[config.mk]
export PLATFORM = sky130hd
export DESIGN_NAME = code_lock_ctrl
export DESIGN_NICKNAME = d
export VERILOG_FILES = /design/src/rtl/code_lock_ctrl.sv
export SDC_FILE = /design/constraint.sdc
export NUM_CORES = 1
export LEC_CHECK = 0
export ABC_AREA = 1
export CORE_UTILIZATION = 63
export CTS_BUF_LIST = sky130_fd_sc_hd__clkbuf_4 sky130_fd_sc_hd__clkbuf_8
export DETAILED_ROUTE_END_ITERATION = 7
export PLACE_DENSITY = 0.83
export SYNTH_ARGS = -nofsm -noshare
export SYNTH_HDL_FRONTEND = slang
export SYNTH_HIERARCHICAL = 1
export SYNTH_SLANG_ARGS = --single-unit
[constraint.sdc]
create_clock -name clk -period 2.5 [get_ports clk]
set_input_delay 0.625 -clock clk [delete_from_list [all_inputs] [get_ports clk]]
set_output_delay 0.625 -clock clk [all_outputs]
set_load 0.01 [all_outputs]
[src/rtl/code_lock_ctrl.sv]
// code_lock_ctrl: debounced submit key, code compare, timed RGB phases, lockout.
// Optional macro CODE_PROGRAM_EN: a program key stores a new code while unlocked.
module code_lock_deb #(
   parameter int unsigned DEB_CYCLES = 262144
) (
   input  logic clk,
   input  logic rst,
   input  logic key_n,
   output logic press
);
   localparam int unsigned CW = $clog2(DEB_CYCLES);
   localparam logic [CW-1:0] CMAX = CW'(DEB_CYCLES - 1);

   logic s1_q, s2_q, prev_q;
   logic acc_q, acc_d;
   logic press_q, press_d;
   logic [CW-1:0] cnt_q, cnt_d;

   always_comb begin
      cnt_d = cnt_q;
      if (s2_q != prev_q) cnt_d = '0;
      else if (cnt_q != CMAX) cnt_d = cnt_q + 1'b1;
      acc_d   = (cnt_d == CMAX) ? s2_q : acc_q;
      press_d = acc_q & ~acc_d;
   end

   always_ff @(posedge clk or negedge rst) begin
      if (!rst) begin
         s1_q    <= 1'b1;
         s2_q    <= 1'b1;
         prev_q  <= 1'b1;
         acc_q   <= 1'b1;
         cnt_q   <= '0;
         press_q <= 1'b0;
      end else begin
         s1_q    <= key_n;
         s2_q    <= s1_q;
         prev_q  <= s2_q;
         acc_q   <= acc_d;
         cnt_q   <= cnt_d;
         press_q <= press_d;
      end
   end

   assign press = press_q;
endmodule

module code_lock_ctrl #(
   parameter int unsigned       CODE_W       = 8,
   parameter logic [CODE_W-1:0] CODE_DEFAULT = 8'hAF,
   parameter int unsigned       MAX_TRIES    = 3,
   parameter int unsigned       DEB_CYCLES   = 262144,
   parameter int unsigned       HOLD_CYCLES  = 12000000,
   parameter int unsigned       LOCK_CYCLES  = 60000000
) (
   input  logic              clk,
   input  logic              rst,
   input  logic              key_submit_n,
   input  logic              key_prog_n,
   input  logic [CODE_W-1:0] code_in,
   output logic              led_r,
   output logic              led_g,
   output logic              led_b,
   output logic              unlocked,
   output logic              locked_out,
   output logic [3:0]        fail_cnt
);
   localparam int unsigned TMAX =
      (HOLD_CYCLES > LOCK_CYCLES) ? HOLD_CYCLES : LOCK_CYCLES;
   localparam int unsigned TW = (TMAX > 1) ? $clog2(TMAX) : 1;
   localparam logic [TW-1:0] HOLD_END = TW'(HOLD_CYCLES - 1);
   localparam logic [TW-1:0] LOCK_END = TW'(LOCK_CYCLES - 1);
   localparam logic [3:0]    MAX_T    = 4'(MAX_TRIES);

   typedef enum logic [1:0] {
      S_IDLE, S_UNLOCK, S_FAIL, S_LOCKOUT
   } state_t;

   state_t state_q, state_d;
   logic [TW-1:0] timer_q, timer_d;
   logic [3:0] fail_q, fail_d;
   logic [CODE_W-1:0] code_q;
   logic sub_p, prog_p;
   logic led_r_q, led_g_q, led_b_q, unl_q, lo_q;

   code_lock_deb #(.DEB_CYCLES(DEB_CYCLES)) u_deb_sub (
      .clk(clk), .rst(rst), .key_n(key_submit_n), .press(sub_p)
   );

`ifdef CODE_PROGRAM_EN
   logic [CODE_W-1:0] code_d;

   code_lock_deb #(.DEB_CYCLES(DEB_CYCLES)) u_deb_prog (
      .clk(clk), .rst(rst), .key_n(key_prog_n), .press(prog_p)
   );
`else
   logic unused_prog;
   assign unused_prog = key_prog_n;
   assign prog_p = 1'b0;
   assign code_q = CODE_DEFAULT;
`endif

   always_comb begin
      state_d = state_q;
      timer_d = timer_q;
      fail_d  = fail_q;
`ifdef CODE_PROGRAM_EN
      code_d  = code_q;
`endif
      unique case (state_q)
         S_IDLE: begin
            if (sub_p) begin
               timer_d = '0;
               if (code_in == code_q) begin
                  state_d = S_UNLOCK;
                  fail_d  = '0;
               end else if (fail_q + 4'd1 == MAX_T) begin
                  state_d = S_LOCKOUT;
                  fail_d  = MAX_T;
               end else begin
                  state_d = S_FAIL;
                  fail_d  = fail_q + 4'd1;
               end
            end
         end
         S_UNLOCK: begin
            timer_d = timer_q + 1'b1;
            // programming takes priority over the phase ending
            if (prog_p) begin
               timer_d = '0;
`ifdef CODE_PROGRAM_EN
               code_d  = code_in;
`endif
            end else if (timer_q == HOLD_END) begin
               state_d = S_IDLE;
               timer_d = '0;
            end
         end
         S_FAIL: begin
            timer_d = timer_q + 1'b1;
            if (timer_q == HOLD_END) begin
               state_d = S_IDLE;
               timer_d = '0;
            end
         end
         S_LOCKOUT: begin
            timer_d = timer_q + 1'b1;
            if (timer_q == LOCK_END) begin
               state_d = S_IDLE;
               timer_d = '0;
               fail_d  = '0;
            end
         end
      endcase
   end

   always_ff @(posedge clk or negedge rst) begin
      if (!rst) begin
         state_q <= S_IDLE;
         timer_q <= '0;
         fail_q  <= '0;
`ifdef CODE_PROGRAM_EN
         code_q  <= CODE_DEFAULT;
`endif
         led_r_q <= 1'b1;
         led_g_q <= 1'b1;
         led_b_q <= 1'b1;
         unl_q   <= 1'b0;
         lo_q    <= 1'b0;
      end else begin
         state_q <= state_d;
         timer_q <= timer_d;
         fail_q  <= fail_d;
`ifdef CODE_PROGRAM_EN
         code_q  <= code_d;
`endif
         led_r_q <= (state_d != S_FAIL);
         led_g_q <= (state_d != S_UNLOCK);
         led_b_q <= (state_d != S_LOCKOUT);
         unl_q   <= (state_d == S_UNLOCK);
         lo_q    <= (state_d == S_LOCKOUT);
      end
   end

   assign led_r      = led_r_q;
   assign led_g      = led_g_q;
   assign led_b      = led_b_q;
   assign unlocked   = unl_q;
   assign locked_out = lo_q;
   assign fail_cnt   = fail_q;
endmodule

==> results.toml, run 1 <==
[run_status]
outcome = "complete, no violations"

[clock_network]
cts_tree = "built"
clkLatencyLatePin_ns = 0.34
post_cts_buffers = 0
cts_sinks = 60
cts_resized = 0
cts_max_level = 3
clk_root_buffer_cell = "clkbuf_8"
numCtsBuffers = 9
clkTransAtPathRegs_ns = 0.07
cts_hold_buf = 0
cts.path.max_buffers = 2

[die]
core_sq_um = 6310
io_pins = 21
floorplan.initialDensity = 0.649
fp-row-count = 29
die-area_sq_um = 6830
dieHeight_um = 82.6
dieWidth_um = 82.6

[logic_synthesis]
yosys.area_share.simple = 0.394
synth_top_area_cell = "dfrtp_1"
ys_seq_elements = 60
synth-xor-area-share = 0.0513
synth.area.mux_share = 0
synthAdderAreaFrac = 0.0183
synth_cells = 568
synth-async-reset-ratio = 1.00
avgSynthCellArea_sq_um = 7.21
synth_common_cells = "nand2_1, nor2_1, inv_1, dfrtp_1, nand3_1"
synth_top_area_frac = 0.324
ys_types = 33
yosysSeqAreaShare = 0.369
synth_top_family_by_area = "simple AND/OR/NAND/NOR gates"
synth-compound-area-share = 0.0758
yosysMostFrequentCell = "nand2_1"
netlist_area_sq_um = 4100
synth_fp_nets = 586
synth_ff_type = "dfrtp_1"
ys_top_cells_by_area = "dfrtp_1, nand2_1, nor2_1, inv_1, nand3_1"
synth_warnings = 6
synth_edf_count = 0

[finish]
drive_above_1_share = 0.146
area_delta_synth_final_pct = 12.3
multi_input_area_sq_um = 2210
nets = 614
stdcell_count = 678
diodes = 0
fillers = 523
seqCellArea_sq_um = 1510

[timing]
setup_slack_ns = 0.270
rsz0062_at_grt = "no"
fin_crit_sh = 0.892
fin_crit_ns = 2.23
finalHoldViolations = 0
slew_violations = 0
setup_violations = 0
skew_ns = 0.00920
tightestPinTransition_ns = 0.834
tns_ns = 0
timing.slew.headroom = 0.440
fmax_mhz = 448
holdWs_ns = 0.202

[placement]
place_congestion = 0.955
place_inst = 662
port_buffers = 19
dp_hpwl_um = 6610
post-place-ws_ns = 0.306

[worst_setup_path]
endpoint_kind = "flop"
reg2reg_depth = 15
critPathRequiredTime_ns = 2.77
path_max_fanout = 17
crit_arrival_ns = 2.50
r2r_start = "u_deb_sub/cnt_q[0]"
cp-start-kind = "flop"
r2r_end = "u_deb_sub/press"
worstSetupPathType = "flop to flop"
r2r_slack_ns = 0.27

[run]
drv_cap = 0

[pwr]
p_int_uw = 1740
leakagePower_uw = 0.00223
p_comb_frac = 0.037
seqPwrFrac = 0.453
power_frac_clock = 0.510
power_density_nw_per_um2 = 477
max-vdd-ir-drop_uv = 584
finalPower_uw = 2190
switching_share = 0.207
p_switching_uw = 453

[detailed_routing]
drc_errors = 0
first_pass_iters = 4
routedWlPerCell_um = 12.9
ant_nets = 0
wl_um = 8730
viasPerCell = 5.31
drt-initial-drc-count = 261
num_vias = 3602

[grt]
grt_pass1_wl_um = 14700
grt_use_total = 0.291
grt_pass1_vias = 3408
overflow = 0
grt_antenna_before_repair = 0
grt_max_degree = 23

[hold_path]
hold_class = "input port to asynchronous set/reset pin"
power groups by stage:
| stage | sequential, uW | combinational (uW) | clock, uW |
|---|---|---|---|
| 2_1_floorplan | 1010 | 38.0 | 0 |
| 3_3_place_gp | 1010 | 79.5 | 0 |
| 3_5_place_dp | 1010 | 81.7 | 0 |
| 4_1_cts | 994 | 82.2 | 1130 |
| 5_1_grt | 996 | 94.2 | 1170 |
| 6_report | 994 | 80.4 | 1120 |
critical path, stage by stage, from the launching register on:
cell	delay, ns
dfrtp_1	0.40
ha_2	0.22
nand2_1	0.09
nor2_4	0.16
nand2_4	0.08
nor2_4	0.16
nand2_4	0.15
nand2_1	0.09
nand2_1	0.06
inv_1	0.12
nand2_1	0.06
nor2_1	0.10
nand2_1	0.08
nor2_1	0.17
nand3_1	0.10
nor2_1	0.10
registers in the layout, indices dropped and copies added, names as in the netlist, 2 cells and up:
register and count:
state_q 2, u_deb_sub/cnt_q 18, timer_q 26, fail_cnt 4
routing by layer:
layer / share of wire / routed length [um] / vias up / GRT usage
met3: 0.033 / 291 / 26 / 0.0396
met5: 0 / 0 / - / 0
met1: 0.44 / 3810 / 1658 / 0.341
met2: 0.49 / 4280 / 82 / 0.495
li1: - / - / 1836 / -
met4: 0.040 / 353 / 0 / 0.198
metrics by stage:
| step | area, sq um | utilization |
|---|---|---|
| 2_1_floorplan | 4100 | - |
| 3_3_place_gp | 4340 | 0.687 |
| 3_5_place_dp | 4340 | 0.687 |
| 4_1_cts | 4590 | 0.728 |
| 5_1_grt | 4600 | 0.728 |
| 6_report | 4600 | 0.728 |
how the worst max path moves through the flow:
stage | from | to | slack [ns] | depth (start not counted)
2_1_floorplan | u_deb_sub/cnt_q[0] | u_deb_sub/acc_q | 0.68 | 15
3_3_place_gp | u_deb_sub/cnt_q[0] | u_deb_sub/press | 0.39 | 13
3_5_place_dp | u_deb_sub/cnt_q[0] | u_deb_sub/press | 0.31 | 13
4_1_cts | u_deb_sub/cnt_q[0] | u_deb_sub/press | 0.22 | 15
5_1_grt | u_deb_sub/cnt_q[1] | u_deb_sub/press | 0.01 | 15
6_report | u_deb_sub/cnt_q[0] | u_deb_sub/press | 0.27 | 15
cells by family (layout without fill, tap and decap cells):
kind of cell / count (synthesis) / count (layout)
AOI/OAI and AO/OA: 34 / 34
xor gates and xnor gates: 24 / 24
adders and majority gates: 6 / 6
buffers and inverters: 88 / 121
DFF: 60 / 60
and+or+nand+nor: 356 / 356
final cells by class:
class,instances,share of cell area
clock inverters,4,0.0207
repair buffers,24,0.0484
flip-flops and latches,60,0.329
inverters,81,0.0661
well taps,77,0.0210
multi-input cells,420,0.481
clock buffers,12,0.0346
cell usage in the layout (no fill, tap or decap), types with 2 or more instances in the layout:
master | netlist | final
bufinv_16 | 0 | 3
xor2_1 | 19 | 19
nand4_1 | 14 | 14
o21ai_2 | 7 | 7
inv_1 | 73 | 73
inv_2 | 7 | 7
nand3_1 | 45 | 45
dfstp_2 | 7 | 7
dfrtp_1 | 53 | 53
nand2_2 | 9 | 9
o21ai_0 | 8 | 8
nand2_1 | 183 | 183
clkdlybuf4s50_1 | 0 | 18
nor2_4 | 5 | 5
nor2_2 | 5 | 5
o21ai_1 | 4 | 4
buf_4 | 1 | 5
nor2_1 | 74 | 74
nand2_4 | 5 | 5
o22ai_2 | 13 | 13
nand3b_1 | 2 | 2
ha_1 | 6 | 5
clkbuf_8 | 0 | 11
nor3_1 | 7 | 7
nor3_2 | 2 | 2
xnor2_1 | 5 | 5
nand2_8 | 2 | 2
(Power assumes the default switching activity.)
==> run 2, diff against run 1 <==
Settings changed: CORE_ASPECT_RATIO from default to 0.5, CTS_BUF_LIST sky130_fd_sc_hd__clkbuf_4 sky130_fd_sc_hd__clkbuf_8 to sky130_fd_sc_hd__clkbuf_8, SETUP_SLACK_MARGIN from default to 0.4.
==> run 2 against run 1 <==
  * Clock-buffer cell count down 2
  * Wire length grew 1.7%
  * Global-route usage down 0.91 points
  * Core utilization is 2.9 points higher
  * Critical path depth decreased by 14
  * Die area is 0.28% higher
  * Register-to-register slack better by 0.23 ns
  * Non-clock buffer count increased by 4
  * Hold slack better by 0.060 ns
  * Via count increased by 1.9%
  * Largest power group is now registers
==> results.toml, run 2 (synthesized netlist as in run 1, its figures left out) <==
[run_status]
outcome = "complete, no violations"

[worst_setup_path]
cp_top_family = "buffers and inverters"
cp-start-kind = "flop"
r2r_slack_ns = 0.50
path_cells = "clkdlybuf4s50_1"
crit_buf_inv = 1
reg2reg_depth = 14
worst_path_largest_cell_delay_ns = 0.53
r2r_start = "u_deb_sub/cnt_q[13]"
worstSetupPathType = "flop to output port"
startpoint = "led_b"
path_max_fanout = 1
crit_arrival_ns = 1.41
endpoint_kind = "output port"
critPathRequiredTime_ns = 1.88
slowest_stage = "clkdlybuf4s50_1"
r2r_end = "u_deb_sub/acc_q"

[die]
dieHeight_um = 59.0
die-area_sq_um = 6850
core_sq_um = 6180
io_pins = 21
fp-row-count = 20
floorplan.initialDensity = 0.663
dieWidth_um = 116

[detailed_routing]
wl_um = 8880
ant_nets = 0
viasPerCell = 5.28
drt-initial-drc-count = 277
num_vias = 3672
drc_errors = 0
routedWlPerCell_um = 12.8
first_pass_iters = 5

[clock_network]
numCtsBuffers = 9
cts_max_level = 3
clkLatencyLatePin_ns = 0.36
cts.path.max_buffers = 2
clkTransAtPathRegs_ns = 0.07
cts_sinks = 60
cts_tree = "built"
clk_root_buffer_cell = "clkbuf_8"

[pwr]
max-vdd-ir-drop_uv = 422
finalPower_uw = 2000
power_density_nw_per_um2 = 427
leakagePower_uw = 0.00225

[finish]
layout_commonest_cell = "nand2_1"
nets = 620
layout_common_cells = "nand2_1, inv_1, nor2_1"
area_delta_synth_final_pct = 14.2
diodes = 0
largest_register = "timer_q"
drive_above_1_share = 0.173
largest_reg_flops = 26

[grt]
overflow = 0
grt_pass1_vias = 3306
grt_pass1_wl_um = 14600
grt_use_total = 0.282
grt_antenna_before_repair = 0
grt_max_degree = 61

[placement]
dp_hpwl_um = 6260
port_buffers = 19
place_congestion = 0.943

[timing]
tightestPinTransition_ns = 0.397
finalHoldViolations = 0
rsz0062_at_grt = "yes"
setup_violations = 0
fmax_mhz = 491
fin_crit_sh = 0.815
timing.slew.headroom = 0.733
holdWs_ns = 0.262
fin_crit_ns = 2.04
slew_violations = 0
tns_ns = 0
skew_ns = 0.00860

[run]
drv_cap = 0

[hold_path]
hold_class = "input port to asynchronous set/reset pin"
-- run 2: repair_timing --
action	4_1_cts	5_1_grt
setup buffers	0	6
cloned	0	2
pin swaps	0	5
resized for setup	1	15
setup endpoints to repair	1	6
hold buffers	0	0
-- run 2: stage by stage --
stage,util,instances,area [sq um],setup slack [ns]
2_1_floorplan,-,568,4100,0.677
3_3_place_gp,0.704,671,4350,0.462
3_5_place_dp,0.704,671,4350,0.410
4_1_cts,0.738,687,4560,0.418
5_1_grt,0.757,695,4680,0.377
6_report,0.757,695,4680,0.463
-- run 2: final cells by class --
| class | instances | area, sq um |
|---|---|---|
| well taps | 88 | 110 |
| clock buffers | 10 | 138 |
| inverters | 81 | 307 |
| repair buffers | 28 | 265 |
| fillers | 479 | 1500 |
| multi-input cells | 422 | 2280 |
| clock inverters | 6 | 70.1 |
| flip-flops and latches | 60 | 1510 |
-- run 2: worst max-delay path by stage --
stage	end	slack, ns	depth (start not counted)
finish	led_b	0.46	1
global route	u_deb_sub/press	0.38	16
CTS	u_deb_sub/press	0.42	15
detailed placement	u_deb_sub/acc_q	0.41	14
global placement	u_deb_sub/press	0.46	13
floorplan	u_deb_sub/acc_q	0.68	15
-- run 2: per-layer routing --
layer | GRT usage | part of all wire
met4 | 0.126 | 0.022
met1 | 0.358 | 0.43
met5 | 0 | 0
met3 | 0.0583 | 0.064
met2 | 0.474 | 0.48
-- run 2: report_power, final --
| group | internal, uW | leakage (uW) | switching [uW] |
|---|---|---|---|
| clock network | 495 | 0.000107 | 412 |
| logic | 38.0 | 0.00139 | 55.8 |
| registers | 984 | 0.000759 | 12.6 |
